==> config.mk <==
export PLATFORM = sky130hd
export DESIGN_NAME = multicycle_ctrl
export DESIGN_NICKNAME = d
export VERILOG_FILES = /design/src/rtl/mc_pkg.sv /design/src/rtl/mc_mem_timeout.sv /design/src/rtl/multicycle_ctrl.sv
export SDC_FILE = /design/constraint.sdc
export NUM_CORES = 1
export LEC_CHECK = 0
export ABC_AREA = 1
export CAP_MARGIN = 30
export CORE_MARGIN = 10
export CORE_UTILIZATION = 40
export CTS_BUF_LIST = sky130_fd_sc_hd__clkbuf_4 sky130_fd_sc_hd__clkbuf_8
export CTS_CLUSTER_SIZE = 12
export DETAILED_ROUTE_END_ITERATION = 16
export PLACE_DENSITY = 0.68
export SYNTH_ARGS = -nofsm -noshare
export SYNTH_HDL_FRONTEND = slang
export SYNTH_SLANG_ARGS = --single-unit
==> constraint.sdc <==
create_clock -name clk -period 2.48 [get_ports clk]
set_input_delay 0.248 -clock clk [delete_from_list [all_inputs] [get_ports clk]]
set_output_delay 0.248 -clock clk [all_outputs]
set_load 0.1 [all_outputs]
==> src/rtl/mc_pkg.sv <==
// Shared definitions for the multi-cycle MIPS controller: states, opcodes
// and the datapath select encodings also used by the ALU control block.
package mc_pkg;

  typedef enum logic [3:0] {
    S_RST    = 4'd0,
    S_FETCH  = 4'd1,
    S_DECODE = 4'd2,
    S_MEMADR = 4'd3,
    S_MEMRD  = 4'd4,
    S_MEMWB  = 4'd5,
    S_MEMWR  = 4'd6,
    S_REXE   = 4'd7,
    S_RWB    = 4'd8,
    S_BEQ    = 4'd9,
    S_ADDIEX = 4'd10,
    S_ADDIWB = 4'd11,
    S_JMP    = 4'd12,
    S_TRAP   = 4'd13
  } state_e;

  localparam logic [5:0] OP_RTYPE = 6'b000000;
  localparam logic [5:0] OP_LW    = 6'b100011;
  localparam logic [5:0] OP_SW    = 6'b101011;
  localparam logic [5:0] OP_BEQ   = 6'b000100;
  localparam logic [5:0] OP_ADDI  = 6'b001000;
  localparam logic [5:0] OP_J     = 6'b000010;

  localparam logic [2:0] ALU_ADD   = 3'b000;
  localparam logic [2:0] ALU_SUB   = 3'b001;
  localparam logic [2:0] ALU_FUNCT = 3'b010;

  localparam logic [1:0] SRCB_REG     = 2'b00;
  localparam logic [1:0] SRCB_FOUR    = 2'b01;
  localparam logic [1:0] SRCB_IMM     = 2'b10;
  localparam logic [1:0] SRCB_IMM_SH2 = 2'b11;

  localparam logic [1:0] PCSRC_ALU    = 2'b00;
  localparam logic [1:0] PCSRC_ALUOUT = 2'b01;
  localparam logic [1:0] PCSRC_JUMP   = 2'b10;

  function automatic logic is_mem_state(state_e s);
    return (s == S_FETCH) || (s == S_MEMRD) || (s == S_MEMWR);
  endfunction

endpackage

==> src/rtl/mc_mem_timeout.sv <==
// Memory-access watchdog: counts stalled cycles in a memory state and
// flags expiry on the last allowed stall cycle.
module mc_mem_timeout #(
  parameter int MEM_TIMEOUT = 15,
  parameter int TO_W        = 8
) (
  input  logic clk,
  input  logic rst,
  input  logic clear,
  input  logic ready,
  input  logic cnt_en,
  output logic expired
);

  localparam logic [TO_W-1:0] LIMIT = TO_W'(MEM_TIMEOUT - 1);

  logic [TO_W-1:0] cnt_q, cnt_d;

  always_comb begin
    cnt_d = cnt_q;
    if (clear) begin
      cnt_d = '0;
    end else if (cnt_en && !ready) begin
      cnt_d = cnt_q + TO_W'(1);
    end
  end

  // A ready in the limit cycle completes the access instead of expiring.
  assign expired = cnt_en && !ready && (cnt_q == LIMIT);

  always_ff @(posedge clk) begin
    if (rst) begin
      cnt_q <= '0;
    end else begin
      cnt_q <= cnt_d;
    end
  end

endmodule

==> src/rtl/multicycle_ctrl.sv <==
// Moore control FSM for the multi-cycle MIPS datapath with illegal-op and
// memory-timeout traps; MULTICYCLE_CTRL_PERF_EN adds cycle/retire counters.
module multicycle_ctrl
  import mc_pkg::*;
#(
  parameter int MEM_TIMEOUT = 15,
  parameter int TO_W        = 8
) (
  input  logic        clk,
  input  logic        rst,
  input  logic [5:0]  op,
  input  logic        mem_ready,
  output logic        pc_write,
  output logic        pc_write_cond,
  output logic        i_or_d,
  output logic        mem_read,
  output logic        mem_write,
  output logic        ir_write,
  output logic        reg_dst,
  output logic        mem_to_reg,
  output logic        reg_write,
  output logic        alu_src_a,
  output logic [1:0]  alu_src_b,
  output logic [2:0]  alu_op,
  output logic [1:0]  pc_source,
  output logic [3:0]  state_o,
  output logic        illegal_op,
  output logic        bus_err
`ifdef MULTICYCLE_CTRL_PERF_EN
  ,
  output logic [31:0] cyc_cnt,
  output logic [31:0] ret_cnt
`endif
);

  state_e state_q, state_d;
  logic   illegal_q, illegal_d;
  logic   bus_err_q, bus_err_d;
  logic   expired;

  mc_mem_timeout #(
    .MEM_TIMEOUT(MEM_TIMEOUT),
    .TO_W       (TO_W)
  ) u_timeout (
    .clk    (clk),
    .rst    (rst),
    .clear  (state_d != state_q),
    .ready  (mem_ready),
    .cnt_en (is_mem_state(state_q)),
    .expired(expired)
  );

  always_comb begin
    state_d   = state_q;
    illegal_d = illegal_q;
    bus_err_d = bus_err_q;
    unique case (state_q)
      S_RST:    state_d = S_FETCH;
      S_FETCH, S_MEMRD, S_MEMWR: begin
        if (mem_ready) begin
          unique case (state_q)
            S_FETCH: state_d = S_DECODE;
            S_MEMRD: state_d = S_MEMWB;
            default: state_d = S_FETCH;
          endcase
        end else if (expired) begin
          state_d   = S_TRAP;
          bus_err_d = 1'b1;
        end
      end
      S_DECODE: begin
        unique case (op)
          OP_LW, OP_SW: state_d = S_MEMADR;
          OP_RTYPE:     state_d = S_REXE;
          OP_BEQ:       state_d = S_BEQ;
          OP_ADDI:      state_d = S_ADDIEX;
          OP_J:         state_d = S_JMP;
          default: begin
            state_d   = S_TRAP;
            illegal_d = 1'b1;
          end
        endcase
      end
      S_MEMADR: state_d = (op == OP_SW) ? S_MEMWR : S_MEMRD;
      S_REXE:   state_d = S_RWB;
      S_ADDIEX: state_d = S_ADDIWB;
      S_MEMWB, S_RWB, S_BEQ, S_ADDIWB, S_JMP: state_d = S_FETCH;
      S_TRAP:   state_d = S_TRAP;
      default:  state_d = S_RST;
    endcase
  end

  always_ff @(posedge clk) begin
    if (rst) begin
      state_q   <= S_RST;
      illegal_q <= 1'b0;
      bus_err_q <= 1'b0;
    end else begin
      state_q   <= state_d;
      illegal_q <= illegal_d;
      bus_err_q <= bus_err_d;
    end
  end

  always_comb begin
    pc_write      = 1'b0;
    pc_write_cond = 1'b0;
    i_or_d        = 1'b0;
    mem_read      = 1'b0;
    mem_write     = 1'b0;
    ir_write      = 1'b0;
    reg_dst       = 1'b0;
    mem_to_reg    = 1'b0;
    reg_write     = 1'b0;
    alu_src_a     = 1'b0;
    alu_src_b     = SRCB_REG;
    alu_op        = ALU_ADD;
    pc_source     = PCSRC_ALU;
    if (!rst) begin
      unique case (state_q)
        S_FETCH: begin
          mem_read  = 1'b1;
          ir_write  = mem_ready;
          pc_write  = mem_ready;
          alu_src_b = SRCB_FOUR;
        end
        S_DECODE: alu_src_b = SRCB_IMM_SH2;
        S_MEMADR, S_ADDIEX: begin
          alu_src_a = 1'b1;
          alu_src_b = SRCB_IMM;
        end
        S_MEMRD: begin
          mem_read = 1'b1;
          i_or_d   = 1'b1;
        end
        S_MEMWR: begin
          mem_write = 1'b1;
          i_or_d    = 1'b1;
        end
        S_MEMWB: begin
          reg_write  = 1'b1;
          mem_to_reg = 1'b1;
        end
        S_REXE: begin
          alu_src_a = 1'b1;
          alu_op    = ALU_FUNCT;
        end
        S_RWB: begin
          reg_write = 1'b1;
          reg_dst   = 1'b1;
        end
        S_BEQ: begin
          alu_src_a     = 1'b1;
          alu_op        = ALU_SUB;
          pc_write_cond = 1'b1;
          pc_source     = PCSRC_ALUOUT;
        end
        S_ADDIWB: reg_write = 1'b1;
        S_JMP: begin
          pc_write  = 1'b1;
          pc_source = PCSRC_JUMP;
        end
        default: ;
      endcase
    end
  end

  assign state_o    = state_q;
  assign illegal_op = illegal_q;
  assign bus_err    = bus_err_q;

`ifdef MULTICYCLE_CTRL_PERF_EN
  logic        retire;
  logic [31:0] cyc_q, cyc_d, ret_q, ret_d;

  always_comb begin
    retire = (state_q == S_MEMWB) || (state_q == S_RWB) ||
             (state_q == S_BEQ) || (state_q == S_ADDIWB) ||
             (state_q == S_JMP) || ((state_q == S_MEMWR) && mem_ready);
    cyc_d = cyc_q;
    ret_d = ret_q;
    if (state_q != S_TRAP) begin
      cyc_d = cyc_q + 32'd1;
      if (retire) ret_d = ret_q + 32'd1;
    end
  end

  always_ff @(posedge clk) begin
    if (rst) begin
      cyc_q <= '0;
      ret_q <= '0;
    end else begin
      cyc_q <= cyc_d;
      ret_q <= ret_d;
    end
  end

  assign cyc_cnt = cyc_q;
  assign ret_cnt = ret_q;
`endif

endmodule

* Word level (Yosys, flattened, before mapping)
Index checks and enable logic that the tools add are counted.
** Cells by class
- Add/subtract/negate cells :: 1
- Eq/ne operators :: 20
- Mux-type cells :: 32
- Bitwise logic cells :: 2
- Reduce and logical (&&, ||, !) cells :: 19
** Operators by type and width (count)
- case mux 4 bit (7 select lines) :: 1
- equality test 4 bit (second input constant) :: 6
- case mux 4 bit (5 select lines) :: 1
- two-way mux 1 bit :: 19
- equality test 4 x 3 -> 1 bit (second input constant) :: 4
- equality test 6 bit (second input constant) :: 2
- OR reduction 6 bit :: 2
- OR reduction 2 bit :: 5
- adder 8 x 1 -> 8 bit (second input constant) :: 1
- equality test 4 x 2 -> 1 bit (second input constant) :: 2
- equality test 8 x 4 -> 1 bit (second input constant) :: 1
- two-way mux 2 bit :: 4
- two-way mux 4 bit :: 2
- case mux 2 bit (2 select lines) :: 2
- equality test 6 x 2 -> 1 bit (second input constant) :: 1
- equality test 6 x 3 -> 1 bit (second input constant) :: 1
- equality test 6 x 4 -> 1 bit (second input constant) :: 1
- zero test 6 bit :: 1
- case mux 2 bit (3 select lines) :: 1
- case mux 3 bit (2 select lines) :: 1
- OR reduction 3 bit :: 2
- equality test 4 x 1 -> 1 bit (second input constant) :: 1
- zero test 4 bit :: 1
- inequality test 4 bit :: 1
- other kinds (8) :: 11
** Word-level totals
- Register bits after elaboration :: 14
- Input bits :: 9
- Output and inout bits :: 23
- Word-level logic and storage cells :: 78

* Longest topological paths before layout
- Depth after elaboration :: 10
- Depth in mapped cells :: 14
- Gate-level depth less buffers :: 14

* Hierarchy
From an unflattened synthesis, not the netlist that was laid out.
** Second synthesis, totals
- Cell total of the unflattened synthesis :: 204
- Area, all modules :: 1166.1 µm²
** By module, submodules not included
- multicycle_ctrl :: times used 1, cells each 145, area each 744.5 µm², seq. area each 120.1 µm²
- mc_mem_timeout :: times used 1, cells each 59, area each 421.7 µm², seq. area each 160.2 µm²

* Worst setup path after synthesis
OpenSTA, ideal clock, no wires.
- Path kind :: reg-to-output
- Start :: reg state_q[1], in the netlist state_o[1]
- End :: out alu_op[1]
- Arrival time :: 3.452 ns
- Required time :: 2.232 ns
- Path slack :: -1.220 ns
- Stages on the path, launching flop included :: 3
- Buffers on the path :: 0
- Cells stage by stage :: dfxtp_1 > nand2_1 > nor3_1
** Between the ends
- Word-level cells in the longest chain between the ends :: 3
- Elaborated cells on any way between the ends :: 4
- Those cells by class :: eq/ne (2); mux (2)
** Ends and longest elaborated chain
- from (decl) :: RTL line multicycle_ctrl.sv:36 : state_e state_q, state_d;
- from (signal assigned) :: RTL line multicycle_ctrl.sv:99 : state_q <= state_d;
- equality test 4 bit or equality test 4 x 3 -> 1 bit (tied branches) :: RTL line multicycle_ctrl.sv:120 : unique case (state_q)
- case mux 2 bit (2 select lines) * :: RTL line multicycle_ctrl.sv:120
- two-way mux 2 bit * :: RTL line multicycle_ctrl.sv:119 : if (!rst) begin
- to (decl) :: RTL line multicycle_ctrl.sv:24 : output logic [2:0] alu_op,
Mark *: on every way between the ends. The rest lies on a longest branch, timed or not.

* Worst setup path after layout
- Start :: reg state_q[0], in the netlist state_o[0]
- End :: out pc_write
** Between the ends
- Word-level cells in the longest chain between the ends :: 3
- Elaborated cells on any way between the ends :: 4
- Those cells by class :: eq/ne (2); mux (2)
** Ends and longest elaborated chain
- equality test 4 bit or equality test 4 x 1 -> 1 bit (tied branches) :: RTL line multicycle_ctrl.sv:120
- case mux 1 bit (2 select lines) * :: RTL line multicycle_ctrl.sv:120
- two-way mux 1 bit * :: RTL line multicycle_ctrl.sv:119
- to (decl) :: RTL line multicycle_ctrl.sv:13 : output logic pc_write,
Marks and branches as above.

==> flow_metrics.tcl <==
set metrics [dict create \
    synth_commonest_cells "nand2_1 (32), nor2_1 (30), inv_1 (26)" \
    rr_startpoint "state_o[0]" \
    syn_inst 195 \
    finalHoldViolations 0 \
    syn_area_um2 1264 \
    cts_sinks 14 \
    core_area_um2 3028 \
    r2r_slack_ns 0.68 \
    power_density_nw_per_um2 784.5 \
    yosysWarningCount 0 \
    start_kind "register" \
    report.final.slew_viol_count 0 \
    multi_input_area_um2 903.4 \
    setup_viol 0 \
    antenna_found_initial 0 \
    ys_seq_elements 14 \
    die_w_um 76.21 \
    avgSynthCellArea_um2 6.481 \
    globalplace.congestion 0.8692 \
    drive_above_1_share_pct 39.65 \
    setup_slack_ns 0.5630 \
    cp_top_family "simple AND/OR/NAND/NOR gates" \
    syn2layout_area_growth_pct 47.43 \
    drtIter0Drc 66 \
    min-delay-start "bus_err" \
    ctsHoldBuffers 0 \
    post_cts_buffers 0 \
    routed_wl_mm 3.217 \
    async_reset_ff_share_pct 0 \
    placedCellCount 267 \
    synth_edf_count 0 \
    initial_core_util_pct 41.74 \
    crit_chain "inv_2 -> nor2_4 -> nand2_4 -> nor2_4 -> inv_2 -> a21oi_2 -> buf_12" \
    crit_required_ns 2.23 \
    post_cts_resized 0 \
    synth.distinct_cells 31 \
    ant_nets 0 \
    r2r-end "u_timeout.cnt_q[6]" \
    grt_max_degree 9 \
    cts_max_level 1 \
    status "finished clean" \
    io_pins 32 \
    via_per_inst 4.786 \
    drc 0 \
    seqCellArea_um2 285.3 \
    critPathMaxFanout 7 \
    rsz0062_at_grt "false" \
    grt_use_total_pct 11.60 \
    vdd.ir_drop.worst_mv 0.3815 \
    antenna_cells 0 \
    synthTopCellsByArea "dfxtp_1 (22%), nand2_1 (9.5%), nor2_1 (8.9%)" \
    insertion_delay_ns 0.29 \
    hold_end "bus_err" \
    maxCapViolCount 0 \
    dp_slack_ns 0.4537 \
    portBuffers 30 \
    cp_num_buf_inv 3 \
    hpwl_mm 2.763 \
    routedWlPerCell_um 11.87 \
    cp_slowest_cell "dfxtp_2" \
    instances_no_fill 271 \
    grt_pass1_vias 1246 \
    grt_pass1_wl_mm 5.740 \
    hold_depth 2 \
    clock_skew_ns 0.01452 \
    cts_buffer_depth 2 \
    arrival_ns 1.67 \
    cts_tree "done" \
    slowest_delay_ns 0.42 \
    fin_crit_sh_pct 77.30 \
    hp-class "reg -> reg" \
    numCtsBuffers 3 \
    fillCellCount 287 \
    yosysTopAreaCell "dfxtp_1" \
    yosysSeqAreaShare_pct 22.18 \
    path_clk_slew_ns 0.09 \
    die_area_um2 5807 \
    via_count 1297 \
    ys.flop_type "dfxtp_1" \
    synth.net_count 206 \
    fin_tns_setup_ns 0 \
    final_nets 239 \
    grt_overflow 0 \
    yosys.area.top_type_share_pct 22.18 \
    firstDrtPassIters 4 \
    post-route-min-period_ns 1.917 \
    die_h_um 76.21 \
    fmax_mhz 521.7 \
    clockRootBuffer "clkbuf_4" \
    num_rows 20 \
    leakage_nw 0.8337 \
    crit_type "reg -> out" \
    rr_worst_depth 14 \
    end_kind "primary output" \
    yosysMostFrequentCell "nand2_1" \
]
==> through the flow <==
step	power (W)	area, um^2	utilization, %	hold WS [ns]
finish	0.001462	1863	61.53	0.4569
global route	0.001558	1863	61.53	0.5015
CTS	0.001473	1863	61.53	0.4640
detailed placement	0.001301	1827	60.33	0.4500
global placement	0.001295	1827	60.33	0.4412
floorplan	0.001056	1334	-	0.4773
==> kinds of logic after synthesis <==
logic type / count (synthesis) / synth area share (%)
adder cells (fa/ha/maj): 2 / 1.980
AO/OA/AOI/OAI: 13 / 6.238
other: 1 / 0.2967
AND/OR/NAND/NOR: 122 / 52.97
buffers and inverters: 36 / 11.48
XOR/XNOR: 7 / 4.852
flip-flops: 14 / 22.18
==> tightest hold or removal path: cells and delay by family, from the launching register on <==
family / cells / cell delay, ns
compound gates: 1 / 0.05
flops: 1 / 0.32
buf+inv: 1 / 0.05
==> placed cells by master (no fill, tap or decap) <==
master	count
o21ai_0	2
ha_1	2
nor2_2	21
buf_4	8
nand3_1	14
o21ai_2	1
inv_1	26
a21oi_1	2
conb_1	1
nand3_2	2
o211ai_1	1
dfxtp_2	4
xor2_1	5
nor3_4	1
dfxtp_1	10
nand3b_1	1
a31oi_4	1
clkbuf_4	3
a21oi_2	4
buf_12	16
nor3_2	2
clkbuf_8	1
inv_2	5
nor3_1	1
inv_4	1
xnor2_1	2
nand3_4	1
nand2_4	4
nor2_4	6
nand4_1	5
nand2_2	8
a31oi_1	2
clkdlybuf4s50_1	8
nor2_1	23
nand2_1	32
nand3b_4	1
==> sequential cells by signal (all words and copies together) (netlist names) <==
| register | flops |
|---|---|
| bus_err | 1 |
| illegal_op | 1 |
| state_o | 4 |
| u_timeout.cnt_q | 8 |
==> final cells by class <==
type,instances,area share (%)
clock buffer,4,1.948
inverter,32,6.582
multi-input combinational,145,48.49
sequential,14,15.31
tap,44,2.955
timing repair buffer,32,24.71
==> worst max-delay path by stage <==
stage,start,end,cells after the start
global route,state_o[1],alu_src_b[1],5
global placement,op[4],u_timeout.cnt_q[2],12
finish,state_o[0],pc_write,7
detailed placement,op[4],u_timeout.cnt_q[4],12
floorplan,state_o[2],alu_op[1],2
CTS,state_o[0],pc_write,7
==> power by group <==
part / leakage, nW / total [W] / internal [W] / switching [W]
sequential: 0.115 / 0.000299 / 0.000252 / 0.0000470
combinational: 0.698 / 0.000996 / 0.000286 / 0.000709
clock: 0.0210 / 0.000167 / 0.0000894 / 0.0000777
total: 0.834 / 0.00146 / 0.000628 / 0.000834
==> metal layers <==
metal	up-vias	track usage, %	wire length [um]
met1	587	14.56	1480
li1	675	-	-
met5	-	0	0
met2	28	18.96	1519
met3	7	3.302	172
met4	0	2.788	44
Power figures use the tool's default switching activity.
